$ cat config.mk
export PLATFORM = sky130hd
export DESIGN_NAME = fp_div_rm
export DESIGN_NICKNAME = d
export VERILOG_FILES = /design/src/rtl/fp_div_pkg.sv /design/src/rtl/fp_div_unpack.sv /design/src/rtl/fp_div_rm.sv
export SDC_FILE = /design/constraint.sdc
export NUM_CORES = 1
export LEC_CHECK = 0
export CAP_MARGIN = 30
export CORE_MARGIN = 1.5
export CORE_UTILIZATION = 25
export CTS_BUF_LIST = sky130_fd_sc_hd__clkbuf_2 sky130_fd_sc_hd__clkbuf_4 sky130_fd_sc_hd__clkbuf_8
export CTS_CLUSTER_DIAMETER = 60
export DETAILED_ROUTE_END_ITERATION = 10
export PLACE_DENSITY_LB_ADDON = 0.05
export SETUP_SLACK_MARGIN = 0.2
export SLEW_MARGIN = 10
export SYNTH_ARGS = -nofsm -noshare
export SYNTH_HDL_FRONTEND = slang
export SYNTH_HIERARCHICAL = 1
export SYNTH_SLANG_ARGS = --single-unit
$ cat constraint.sdc
create_clock -name CLK -period 21.5 [get_ports CLK]
set_input_delay 4.3 -clock CLK [delete_from_list [all_inputs] [get_ports CLK]]
set_output_delay 4.3 -clock CLK [all_outputs]
set_load 0.005 [all_outputs]
$ cat src/rtl/fp_div_pkg.sv
// Shared types and format-derived constants for the iterative FP divider.
package fp_div_pkg;

  typedef enum logic [1:0] {
    RM_RNE = 2'b00,
    RM_RTZ = 2'b01,
    RM_RDN = 2'b10,
    RM_RUP = 2'b11
  } rm_t;

  typedef enum logic [2:0] {
    CLS_ZERO,
    CLS_SUB,
    CLS_NORM,
    CLS_INF,
    CLS_QNAN,
    CLS_SNAN
  } fp_class_t;

  typedef enum logic [2:0] {
    S_IDLE,
    S_PRE,
    S_ITER,
    S_ROUND,
    S_DONE
  } state_t;

  typedef struct packed {
    logic nv;
    logic dz;
    logic of;
    logic uf;
    logic nx;
  } fp_flags_t;

  function automatic int fp_bias(input int ew);
    return (1 << (ew - 1)) - 1;
  endfunction

  function automatic logic [31:0] fp_qnan(input int ew, input int mw);
    return (((32'd1 << ew) - 32'd1) << mw) | (32'd1 << (mw - 1));
  endfunction

  function automatic logic [31:0] fp_max_norm(input int ew, input int mw);
    return (((32'd1 << ew) - 32'd2) << mw) | ((32'd1 << mw) - 32'd1);
  endfunction

endpackage

$ cat src/rtl/fp_div_unpack.sv
// Combinational operand classify; subnormals are normalised so sig always has its MSB set,
// with the exponent going to zero or negative for them.
module fp_div_unpack import fp_div_pkg::*; #(
  parameter int EXP_WIDTH = 8,
  parameter int MANT_WIDTH = 7,
  localparam int WIDTH = EXP_WIDTH + MANT_WIDTH + 1
) (
  input  logic [WIDTH-1:0]            op,
  input  logic                        ftz,
  output fp_class_t                   cls,
  output logic                        sign,
  output logic signed [EXP_WIDTH+1:0] exp,
  output logic [MANT_WIDTH:0]         sig
);

  logic [EXP_WIDTH-1:0]  e;
  logic [MANT_WIDTH-1:0] f;
  int                    lz;
  logic                  found;

  assign sign = op[WIDTH-1];
  assign e    = op[WIDTH-2:MANT_WIDTH];
  assign f    = op[MANT_WIDTH-1:0];

  always_comb begin
    lz    = 0;
    found = 1'b0;
    for (int i = MANT_WIDTH - 1; i >= 0; i--) begin
      if (!found) begin
        if (f[i]) found = 1'b1;
        else      lz = lz + 1;
      end
    end
  end

  always_comb begin
    cls = CLS_NORM;
    exp = $signed({2'b00, e});
    sig = {1'b1, f};
    if (e == '1) begin
      if (f == '0)              cls = CLS_INF;
      else if (f[MANT_WIDTH-1]) cls = CLS_QNAN;
      else                      cls = CLS_SNAN;
    end else if (e == '0) begin
      if (f == '0 || ftz) begin
        cls = CLS_ZERO;
      end else begin
        // value = f * 2^(1-bias-mw): shifting the leading one to the MSB costs lz+1 exponent steps
        cls = CLS_SUB;
        exp = -((EXP_WIDTH + 2)'(lz));
        sig = {1'b0, f} << (lz + 1);
      end
    end
  end

endmodule

$ cat src/rtl/fp_div_rm.sv
// Iterative restoring FP divider with rounding modes, subnormals, IEEE flags and tag passthrough.
// One op in flight: MANT_WIDTH+5 cycles normal, 2 cycles specials; result held in DONE until ready_out.
module fp_div_rm import fp_div_pkg::*; #(
  parameter int EXP_WIDTH = 8,
  parameter int MANT_WIDTH = 7,
  parameter int TAG_WIDTH = 4,
  localparam int WIDTH = EXP_WIDTH + MANT_WIDTH + 1
) (
  input  logic                 CLK,
  input  logic                 RST,
  input  logic                 valid_in,
  output logic                 ready_in,
  input  logic [WIDTH-1:0]     operand1,
  input  logic [WIDTH-1:0]     operand2,
  input  logic [1:0]           rm,
  input  logic                 ftz_en,
  input  logic [TAG_WIDTH-1:0] tag_in,
  output logic                 valid_out,
  input  logic                 ready_out,
  output logic [WIDTH-1:0]     result,
  output logic [4:0]           flags,
  output logic [TAG_WIDTH-1:0] tag_out
);

  localparam int QW = MANT_WIDTH + 3;
  localparam int XW = EXP_WIDTH + 3;
  localparam int CW = $clog2(QW + 1);

  localparam logic [WIDTH-1:0]     QNAN    = WIDTH'(fp_qnan(EXP_WIDTH, MANT_WIDTH));
  localparam logic [WIDTH-2:0]     MAX_MAG = (WIDTH - 1)'(fp_max_norm(EXP_WIDTH, MANT_WIDTH));
  localparam logic [WIDTH-2:0]     INF_MAG = {{EXP_WIDTH{1'b1}}, {MANT_WIDTH{1'b0}}};
  localparam logic signed [XW-1:0] BIAS_X  = XW'(fp_bias(EXP_WIDTH));
  localparam logic signed [XW-1:0] EMAX_X  = XW'((1 << EXP_WIDTH) - 1);
  localparam logic signed [XW-1:0] ONE_X   = XW'(1);
  localparam logic signed [XW-1:0] ZERO_X  = XW'(0);
  localparam logic [XW-1:0]        SH_MAX  = XW'(MANT_WIDTH + 2);

  state_t state, state_nxt;

  logic [WIDTH-1:0]      op1_q, op2_q;
  rm_t                   rm_q;
  logic                  ftz_q;
  logic [TAG_WIDTH-1:0]  tag_q;
  logic                  sign_q;
  logic signed [XW-1:0]  exp_q;
  logic [QW-1:0]         rem_q, quo_q;
  logic [MANT_WIDTH:0]   div_q;
  logic [CW-1:0]         cnt_q;
  logic                  spec_q;
  logic [WIDTH-1:0]      spec_res_q, result_q;
  fp_flags_t             spec_fl_q, flags_q;

  fp_class_t                   cls1, cls2;
  logic                        s1, s2;
  logic signed [EXP_WIDTH+1:0] e1, e2;
  logic [MANT_WIDTH:0]         m1, m2;

  fp_div_unpack #(.EXP_WIDTH(EXP_WIDTH), .MANT_WIDTH(MANT_WIDTH)) u_unpack1 (
    .op(op1_q), .ftz(ftz_q), .cls(cls1), .sign(s1), .exp(e1), .sig(m1)
  );
  fp_div_unpack #(.EXP_WIDTH(EXP_WIDTH), .MANT_WIDTH(MANT_WIDTH)) u_unpack2 (
    .op(op2_q), .ftz(ftz_q), .cls(cls2), .sign(s2), .exp(e2), .sig(m2)
  );

  logic accept;
  assign ready_in  = (state == S_IDLE) && !RST;
  assign accept    = valid_in && ready_in;
  assign valid_out = (state == S_DONE);
  assign result    = result_q;
  assign flags     = flags_q;
  assign tag_out   = tag_q;

  // Special-operand detection, evaluated in PRE
  logic       spec;
  logic [WIDTH-1:0] spec_res;
  fp_flags_t  spec_fl;
  logic       sgn, nan1, nan2, z1, z2, i1, i2;

  always_comb begin
    sgn      = s1 ^ s2;
    nan1     = (cls1 == CLS_QNAN) || (cls1 == CLS_SNAN);
    nan2     = (cls2 == CLS_QNAN) || (cls2 == CLS_SNAN);
    z1       = (cls1 == CLS_ZERO);
    z2       = (cls2 == CLS_ZERO);
    i1       = (cls1 == CLS_INF);
    i2       = (cls2 == CLS_INF);
    spec     = 1'b1;
    spec_res = QNAN;
    spec_fl  = '0;
    if (nan1 || nan2) begin
      spec_fl.nv = (cls1 == CLS_SNAN) || (cls2 == CLS_SNAN);
    end else if ((z1 && z2) || (i1 && i2)) begin
      spec_fl.nv = 1'b1;
    end else if (i1) begin
      spec_res = {sgn, INF_MAG};
    end else if (z2) begin
      spec_res   = {sgn, INF_MAG};
      spec_fl.dz = 1'b1;
    end else if (i2 || z1) begin
      spec_res = {sgn, {(WIDTH-1){1'b0}}};
    end else begin
      spec = 1'b0;
    end
  end

  logic                 lt;
  logic signed [XW-1:0] exp_pre;
  logic                 ge;
  logic [QW-1:0]        diff, rem_nxt;

  always_comb begin
    lt      = (m1 < m2);
    exp_pre = XW'(e1) - XW'(e2) + BIAS_X - (lt ? ONE_X : ZERO_X);
    ge      = (rem_q >= {2'b00, div_q});
    diff    = rem_q - {2'b00, div_q};
    rem_nxt = ge ? diff : rem_q;
  end

  // Rounding: subnormal and normal results share one {exp,frac}+inc adder so carries cross naturally
  logic                  tiny, pre_ovf, ovf, inexact, inc, g, r, st, sticky0;
  logic [XW-1:0]         shamt;
  logic [QW-1:0]         mask;
  logic [QW-2:0]         m_d;
  logic [EXP_WIDTH-1:0]  efield;
  logic [MANT_WIDTH-1:0] frac;
  logic [WIDTH-2:0]      sum;
  logic [WIDTH-1:0]      rnd_res;
  fp_flags_t             rnd_fl;

  always_comb begin
    sticky0 = |rem_q;
    tiny    = (exp_q <= ZERO_X);
    pre_ovf = (exp_q >= EMAX_X);
    shamt   = ONE_X - exp_q;
    mask    = ~({QW{1'b1}} << shamt);
    m_d     = (QW - 1)'(quo_q >> shamt);
    efield  = exp_q[EXP_WIDTH-1:0];
    frac    = quo_q[QW-2:2];
    g       = quo_q[1];
    r       = quo_q[0];
    st      = sticky0;
    if (tiny && !ftz_q) begin
      efield = '0;
      if (shamt >= SH_MAX) begin
        frac = '0;
        g    = 1'b0;
        r    = 1'b0;
        st   = sticky0 | (|quo_q);
      end else begin
        frac = m_d[QW-2:2];
        g    = m_d[1];
        r    = m_d[0];
        st   = sticky0 | (|(quo_q & mask));
      end
    end
    inexact = g | r | st;
    case (rm_q)
      RM_RNE:  inc = g & (r | st | frac[0]);
      RM_RDN:  inc = sign_q & inexact;
      RM_RUP:  inc = !sign_q & inexact;
      default: inc = 1'b0;
    endcase
    sum = {efield, frac} + {{(WIDTH-2){1'b0}}, inc};
    ovf = !tiny && (pre_ovf || (sum[WIDTH-2:MANT_WIDTH] == '1));

    rnd_fl = '0;
    if (tiny && ftz_q) begin
      rnd_res   = {sign_q, {(WIDTH-1){1'b0}}};
      rnd_fl.uf = 1'b1;
      rnd_fl.nx = 1'b1;
    end else if (ovf) begin
      case (rm_q)
        RM_RTZ:  rnd_res = {sign_q, MAX_MAG};
        RM_RDN:  rnd_res = {sign_q, sign_q ? INF_MAG : MAX_MAG};
        RM_RUP:  rnd_res = {sign_q, sign_q ? MAX_MAG : INF_MAG};
        default: rnd_res = {sign_q, INF_MAG};
      endcase
      rnd_fl.of = 1'b1;
      rnd_fl.nx = 1'b1;
    end else begin
      rnd_res   = {sign_q, sum};
      rnd_fl.uf = tiny & inexact;
      rnd_fl.nx = inexact;
    end
  end

  always_comb begin
    state_nxt = state;
    case (state)
      S_IDLE:  if (accept) state_nxt = S_PRE;
      S_PRE:   state_nxt = spec ? S_ROUND : S_ITER;
      S_ITER:  if (cnt_q == CW'(QW - 1)) state_nxt = S_ROUND;
      S_ROUND: state_nxt = S_DONE;
      S_DONE:  if (ready_out) state_nxt = S_IDLE;
      default: state_nxt = S_IDLE;
    endcase
  end

  always_ff @(posedge CLK) begin
    if (RST) begin
      state      <= S_IDLE;
      op1_q      <= '0;
      op2_q      <= '0;
      rm_q       <= RM_RNE;
      ftz_q      <= 1'b0;
      tag_q      <= '0;
      sign_q     <= 1'b0;
      exp_q      <= '0;
      rem_q      <= '0;
      quo_q      <= '0;
      div_q      <= '0;
      cnt_q      <= '0;
      spec_q     <= 1'b0;
      spec_res_q <= '0;
      spec_fl_q  <= '0;
      result_q   <= '0;
      flags_q    <= '0;
    end else begin
      state <= state_nxt;
      case (state)
        S_IDLE: if (accept) begin
          op1_q <= operand1;
          op2_q <= operand2;
          rm_q  <= rm_t'(rm);
          ftz_q <= ftz_en;
          tag_q <= tag_in;
        end
        S_PRE: begin
          spec_q     <= spec;
          spec_res_q <= spec_res;
          spec_fl_q  <= spec_fl;
          sign_q     <= sgn;
          exp_q      <= exp_pre;
          rem_q      <= lt ? {1'b0, m1, 1'b0} : {2'b00, m1};
          div_q      <= m2;
          quo_q      <= '0;
          cnt_q      <= '0;
        end
        S_ITER: begin
          rem_q <= {rem_nxt[QW-2:0], 1'b0};
          quo_q <= {quo_q[QW-2:0], ge};
          cnt_q <= cnt_q + CW'(1);
        end
        S_ROUND: begin
          result_q <= spec_q ? spec_res_q : rnd_res;
          flags_q  <= spec_q ? spec_fl_q : rnd_fl;
        end
        default: ;
      endcase
    end
  end

endmodule

Yosys cells after proc, flatten, opt, wreduce, memory -nomap -nowiden:

Index checks and enable logic that the tools add are counted.

* add/sub/neg operators: 23
* order comparisons: 5
* equality and inequality tests: 20
* shift operators: 4
* mux-type cells: 119
* bitwise operators: 13
* reductions and logical operators: 34

Operator list (number)
* $mux 32: 24
* $add 32x2->32 const B: 12
* $mux 16: 6
* $mux 8: 9
* $shl 7x32->8: 2
* $mux 10: 6
* $mux 1: 51
* $pmux 10 s2: 2
* $mux 15: 2
* $reduce_or 10->1: 3
* $mux 3: 9
* $eq 8x8->1 const B: 3
* $pmux 8 s3: 1
* $neg 10->10: 2
* $mux 9: 2
* $logic_not 8->1: 2
* $add 15x1->15: 1
* $eq 3x3->1 const B: 5
* $pmux 3 s5: 1
* $logic_not 7->1: 2
* $mux 7: 2
* $eq 3x2->1 const B: 4
* $add 11x8->11 const B: 1
* $ge 11x4->1 const B: 1
* other kinds (35): 65

* register bits: 126
* bits of input ports: 43
* output and inout port bits: 27
* word-level logic and storage cells: 240

Longest topological paths before layout:

* depth in word-level cells: 27
* gate-level depth with buffers: 49
* mapped depth without buffers: 48

By module:

The synthesis kept the hierarchy.

By module, submodules not included
* fp_div_rm: times used 1, cells an instance 932, area an instance 7245.7 µm², seq. area each 2262.2 µm²
* fp_div_unpack (u_unpack2): times used 1, cells an instance 208, area an instance 1376.3 µm², seq. area each 0.0 µm²
* fp_div_unpack (u_unpack1): times used 1, cells an instance 173, area an instance 1171.1 µm², seq. area each 0.0 µm²

Worst setup path before layout:

No wires, ideal clock.

* kind: register -> register
* start point: register op1_q[6]
* end point: register exp_q[9]
* setup time: 0.070 ns
* arrival: 9.358 ns
* required time: 21.430 ns
* setup slack: 12.072 ns
* cell stages (with the launch flop): 47
* buffers on the path: 1
* clock period less this slack: 9.428 ns
* cells stage by stage: dfxtp_1 > clkbuf_1 > nor2_1 > ha_1 > nor2_1 > nor3_1 > ha_1 > mux2i_1 > a21boi_0 > ha_1 > mux2_2 > ha_1 > mux2_2 > o31ai_1 > nor2_1 > ha_1 > nor2b_1 > mux2i_1 > [... 11 more ...] > a21o_1 > a21o_1 > a21oi_1 > ha_1 > inv_1 > ha_1 > ha_1 > fa_1 > a21oi_1 > nor2_1 > nor2_1 > o21bai_1 > a21oi_1 > o21bai_1 > a21oi_1 > xnor2_1 > nand2_1 > a21oi_1

* longest elaborated chain between the ends: 27
* elaborated cells between the ends (all ways): 41
* those cells by class: add/sub (11); order compare (1); shift (1); mux (26); reduce/logical (2)

RTL lines
* from (decl): line fp_div_rm.sv:40 `logic [WIDTH-1:0] op1_q, op2_q;`
* from (signal assigned): line fp_div_rm.sv:222 `op1_q <= operand1;`
* $mux 1: line fp_div_unpack.sv:30 `if (f[i]) found = 1'b1;`
* $add 1x1->2: line fp_div_unpack.sv:31 `else lz = lz + 1;`
* $mux 32: line fp_div_unpack.sv:30
* $mux 32: line fp_div_unpack.sv:29 `if (!found) begin`
* $add 32x2->32: line fp_div_unpack.sv:31
* $mux 32: line fp_div_unpack.sv:30
* $mux 32: line fp_div_unpack.sv:29
* $add 32x2->32: line fp_div_unpack.sv:31
* [... 12 more ...]
* $shl 7x32->8: line fp_div_unpack.sv:51 `sig = {1'b0, f} << (lz + 1);`
* $mux 8 (*): line fp_div_unpack.sv:45 `if (f == '0 || ftz) begin`
* $mux 8 (*): line fp_div_unpack.sv:44 `end else if (e == '0) begin`
* $mux 8 (*): line fp_div_unpack.sv:40 `if (e == '1) begin`
* named net m1[1]: line fp_div_rm.sv:56 `logic [MANT_WIDTH:0] m1, m2;`
* $lt 8x8->1 (*): line fp_div_rm.sv:112 `lt = (m1 < m2);`
* $mux 1 (*): line fp_div_rm.sv:113 `exp_pre = XW'(e1) - XW'(e2) + BIAS_X - (lt ? ONE_X : ZERO_X);`
* $sub 11x2->11 (*): line fp_div_rm.sv:113
* to (signal assigned): line fp_div_rm.sv:233 `exp_q <= exp_pre;`
* to (decl): line fp_div_rm.sv:45 `logic signed [XW-1:0] exp_q;`

The timed path passes the listed nets; every way through them passes the cells marked *.
A chain may end at the register's enable or synchronous reset.

Worst setup path in the final report:

* start point: register op1_q[5]
* end point: register exp_q[9]

* longest elaborated chain between the ends: 25
* elaborated cells between the ends (all ways): 39
* those cells by class: add/sub (10); order compare (1); shift (1); mux (25); reduce/logical (2)

RTL lines (line)
* $mux 32: fp_div_unpack.sv:30
* $mux 32: fp_div_unpack.sv:29
* $add 32x2->32: fp_div_unpack.sv:31
* $mux 32: fp_div_unpack.sv:30
* $mux 32: fp_div_unpack.sv:29
* $add 32x2->32: fp_div_unpack.sv:31
* $mux 32: fp_div_unpack.sv:30
* $mux 32: fp_div_unpack.sv:29
* [... 10 more ...]
* $shl 7x32->8: fp_div_unpack.sv:51
* $mux 8 (*): fp_div_unpack.sv:45
* $mux 8 (*): fp_div_unpack.sv:44
* $mux 8 (*): fp_div_unpack.sv:40
* named net m1[1]: fp_div_rm.sv:56
* $lt 8x8->1 (*): fp_div_rm.sv:112
* $mux 1 (*): fp_div_rm.sv:113
* $sub 11x2->11 (*): fp_div_rm.sv:113

Marks and branches as above.

==> results.yml <==
status:
  run_status: "finished, final reports clean"
synthesis:
  synth_fp_nets: 1421
  postSynthAreaPerCell_um2: 7.46
  yosysSeqAreaShare: 0.231
  syn_inst: 1313
  syn_area_um2: 9790
  synth-main-ff-cell: "dfxtp_1"
  synth_seq_cells: 113
  async_reset_ff_frac: 0
  synth-edff-count: 0
  ys_warn_count: 6
  synth_cell_types: 94
critical_path:
  worstPathArrival_ns: 10.84
  slowest_stage: "a21oi_1"
  cp_common_cell: "ha_1"
  timing.critical_path.from: "op1_q[5]"
  crit_type: "flip-flop to flip-flop"
  slowest_delay_ns: 0.72
  r2r_cells: 48
  cp.required_ns: 21.90
  reg2reg_from: "op1_q[5]"
  rrSetupSlack_ns: 11.05
  crit_end: "exp_q[9]"
  crit_path_end_kind: "flip-flop"
  start_kind: "flip-flop"
  critical_path.max_fanout: 10
  rr_endpoint: "exp_q[9]"
placement:
  routabilityCongestion: 0.818
  place_area_um2: 10800
  dp_hpwl_mm: 24.0
  dp.cells: 1826
  port_buffers: 69
timing:
  hold_violations: 0
  setup_tns_ns: 0
  maxSlewViolCount: 0
  relSlewSlack: 0.368
  finalClockSkew_ns: 0.0194
  rsz0062_at_grt: "false"
  whs_ns: 0.453
  fmax_mhz: 95.7
  period_share: 0.486
  finalSetupViolations: 0
  finalCriticalPeriod_ns: 10.45
  tightest_slew_ns: 0.940
grt:
  antenna_found_initial: 0
  first_global_vias: 9119
  grt.total_usage: 0.161
  grt_max_degree: 74
  grt_pass1_wl_mm: 51.8
  grt_overflow_total: 0
hold_path:
  hold_class: "flip-flop to flip-flop"
  whs_path_depth: 2
clock_tree:
  path_clk_slew_ns: 0.09
  ctsResizeCount: 0
  htree_levels: 4
  root_buffer: "clkbuf_8"
  cts-buffers-inserted: 17
  cts_tree: "built"
  ctsHoldBuffers: 0
  post_cts_buffers: 0
  cts_sinks: 113
  clk_path_buf_depth: 2
  clock_latency_ns: 0.47
route:
  viasPerCell: 4.98
  vias: 9275
  wl_per_cell_um: 17.3
  first_pass_iters: 5
  wl_mm: 32.2
  drtIter0Drc: 512
  drc: 0
  ant_nets: 0
floorplanning:
  core-area_um2: 38600
  die_h_um: 201
  start_util: 0.253
  die_w_um: 201
  boundaryPins: 70
  std_cell_rows: 72
  die_area_um2: 40400
finish:
  fillers: 4249
  final_cells: 1861
  antenna-diode-count: 0
  multi_input_area_um2: 6830
  synthToLayoutAreaGrowth_pct: 15.0
  seq_area_um2: 2260
  final_area_um2: 11300
  drive_gt1_frac: 0.0797
  nets: 1438
pwr:
  p_leak_nw: 4.47
  p_total_mw: 1.83
  power.density_nw_per_um2: 163
  ir_drop_uv: 67.3
run:
  maxCapViolations: 0
## metal layers
metal	vias to the layer above	routed length, um	share of wire	GRT usage
met3	29	998	0.031	0.0248
li1	4728	-	-	-
met5	-	0	0	0
met2	174	14700	0.46	0.261
met4	0	636	0.020	0.0491
met1	4344	15900	0.49	0.220
## kinds of logic after synthesis
kind of cell | share of synthesized area
buffers and inverters | 0.0731
AOI/OAI and AO/OA | 0.220
and+or+nand+nor | 0.294
xor gates and xnor gates | 0.0496
adders and majority gates | 0.0874
DFF | 0.231
muxes | 0.0452
## layout make-up
cell class | instances | share of cell area
multi-input cells | 1031 | 0.606
flip-flops and latches | 113 | 0.201
repair buffers | 86 | 0.0730
well taps | 518 | 0.0576
inverters | 81 | 0.0270
clock buffers | 18 | 0.0214
clock inverters | 14 | 0.0138
## worst min-delay path by stage
stage / to / startpoint
after CTS: spec_fl_q[3] / spec_fl_q[3]
after global placement: spec_fl_q[3] / spec_fl_q[3]
after global routing: spec_fl_q[3] / spec_fl_q[3]
final: spec_fl_q[3] / spec_fl_q[3]
after detailed placement: spec_fl_q[3] / spec_fl_q[3]
after floorplan: spec_fl_q[3] / spec_fl_q[3]
## through the flow
stage / utilization / setup slack (ns)
CTS: 0.291 / 11.05
global placement: 0.280 / 11.13
global route: 0.291 / 10.17
finish: 0.291 / 11.05
detailed placement: 0.280 / 11.12
floorplan: - / 12.07
## cell usage in the layout, fill, tap and decap left out, drive strengths merged, types with 13 or more instances in the layout
cell type and instances:
a21oi 89, nor2b 13, nor4 23, and3 16
nand2 181, clkdlybuf4s50 68, dfxtp 113, nor3 33
a211oi 14, nand2b 20, nand3b 44, o22ai 17
xnor2 35, o31ai 17, a21o 27, a22oi 15
clkbuf 18, or4 13, mux2i 24, or3 14
o21ai 47, nor2 119, buf 18, nand4 15
ha 62, inv 85, nand3 28, xor2 17
## state kept, by name, indices dropped and copies added, names as in the netlist, 4 cells and up
register and count:
op1_q 16, op2_q 16, result 16, exp_q 11, quo_q 10, rem_q 10
div_q 8, flags 5, cnt_q 4, tag_out 4
## synth_stat cells, types with 16 or more instances
cell / n / area (um2)
o22ai_1: 16 / 100
ha_1: 62 / 776
nand3_1: 28 / 140
o21ai_0: 45 / 225
inv_1: 80 / 300
clkbuf_1: 61 / 229
dfxtp_1: 113 / 2260
nand3b_1: 44 / 330
xnor2_1: 34 / 298
nor4_1: 19 / 119
a21oi_1: 89 / 445
xor2_1: 17 / 149
nand2b_1: 19 / 119
o31ai_1: 16 / 120
nand2_1: 180 / 676
a21o_1: 26 / 195
nor3_1: 31 / 155
mux2i_1: 24 / 240
and3_1: 16 / 100
nor2_1: 117 / 439
## worst max-delay path: cells and delay by family (launching register included)
family | cells | cell delay [ns]
adders and majority gates | 11 | 3.24
buffers and inverters | 2 | 0.19
DFF | 1 | 0.52
AOI/OAI and AO/OA | 18 | 3.77
and+or+nand+nor | 12 | 1.66
muxes | 4 | 0.89
xor gates and xnor gates | 1 | 0.13
## power breakdown
group	internal [mW]	switching, mW	leakage (nW)
combinational	0.524	0.791	3.35
sequential	0.244	0.0570	0.921
clock	0.106	0.109	0.198
Power figures use the tool's default switching activity.
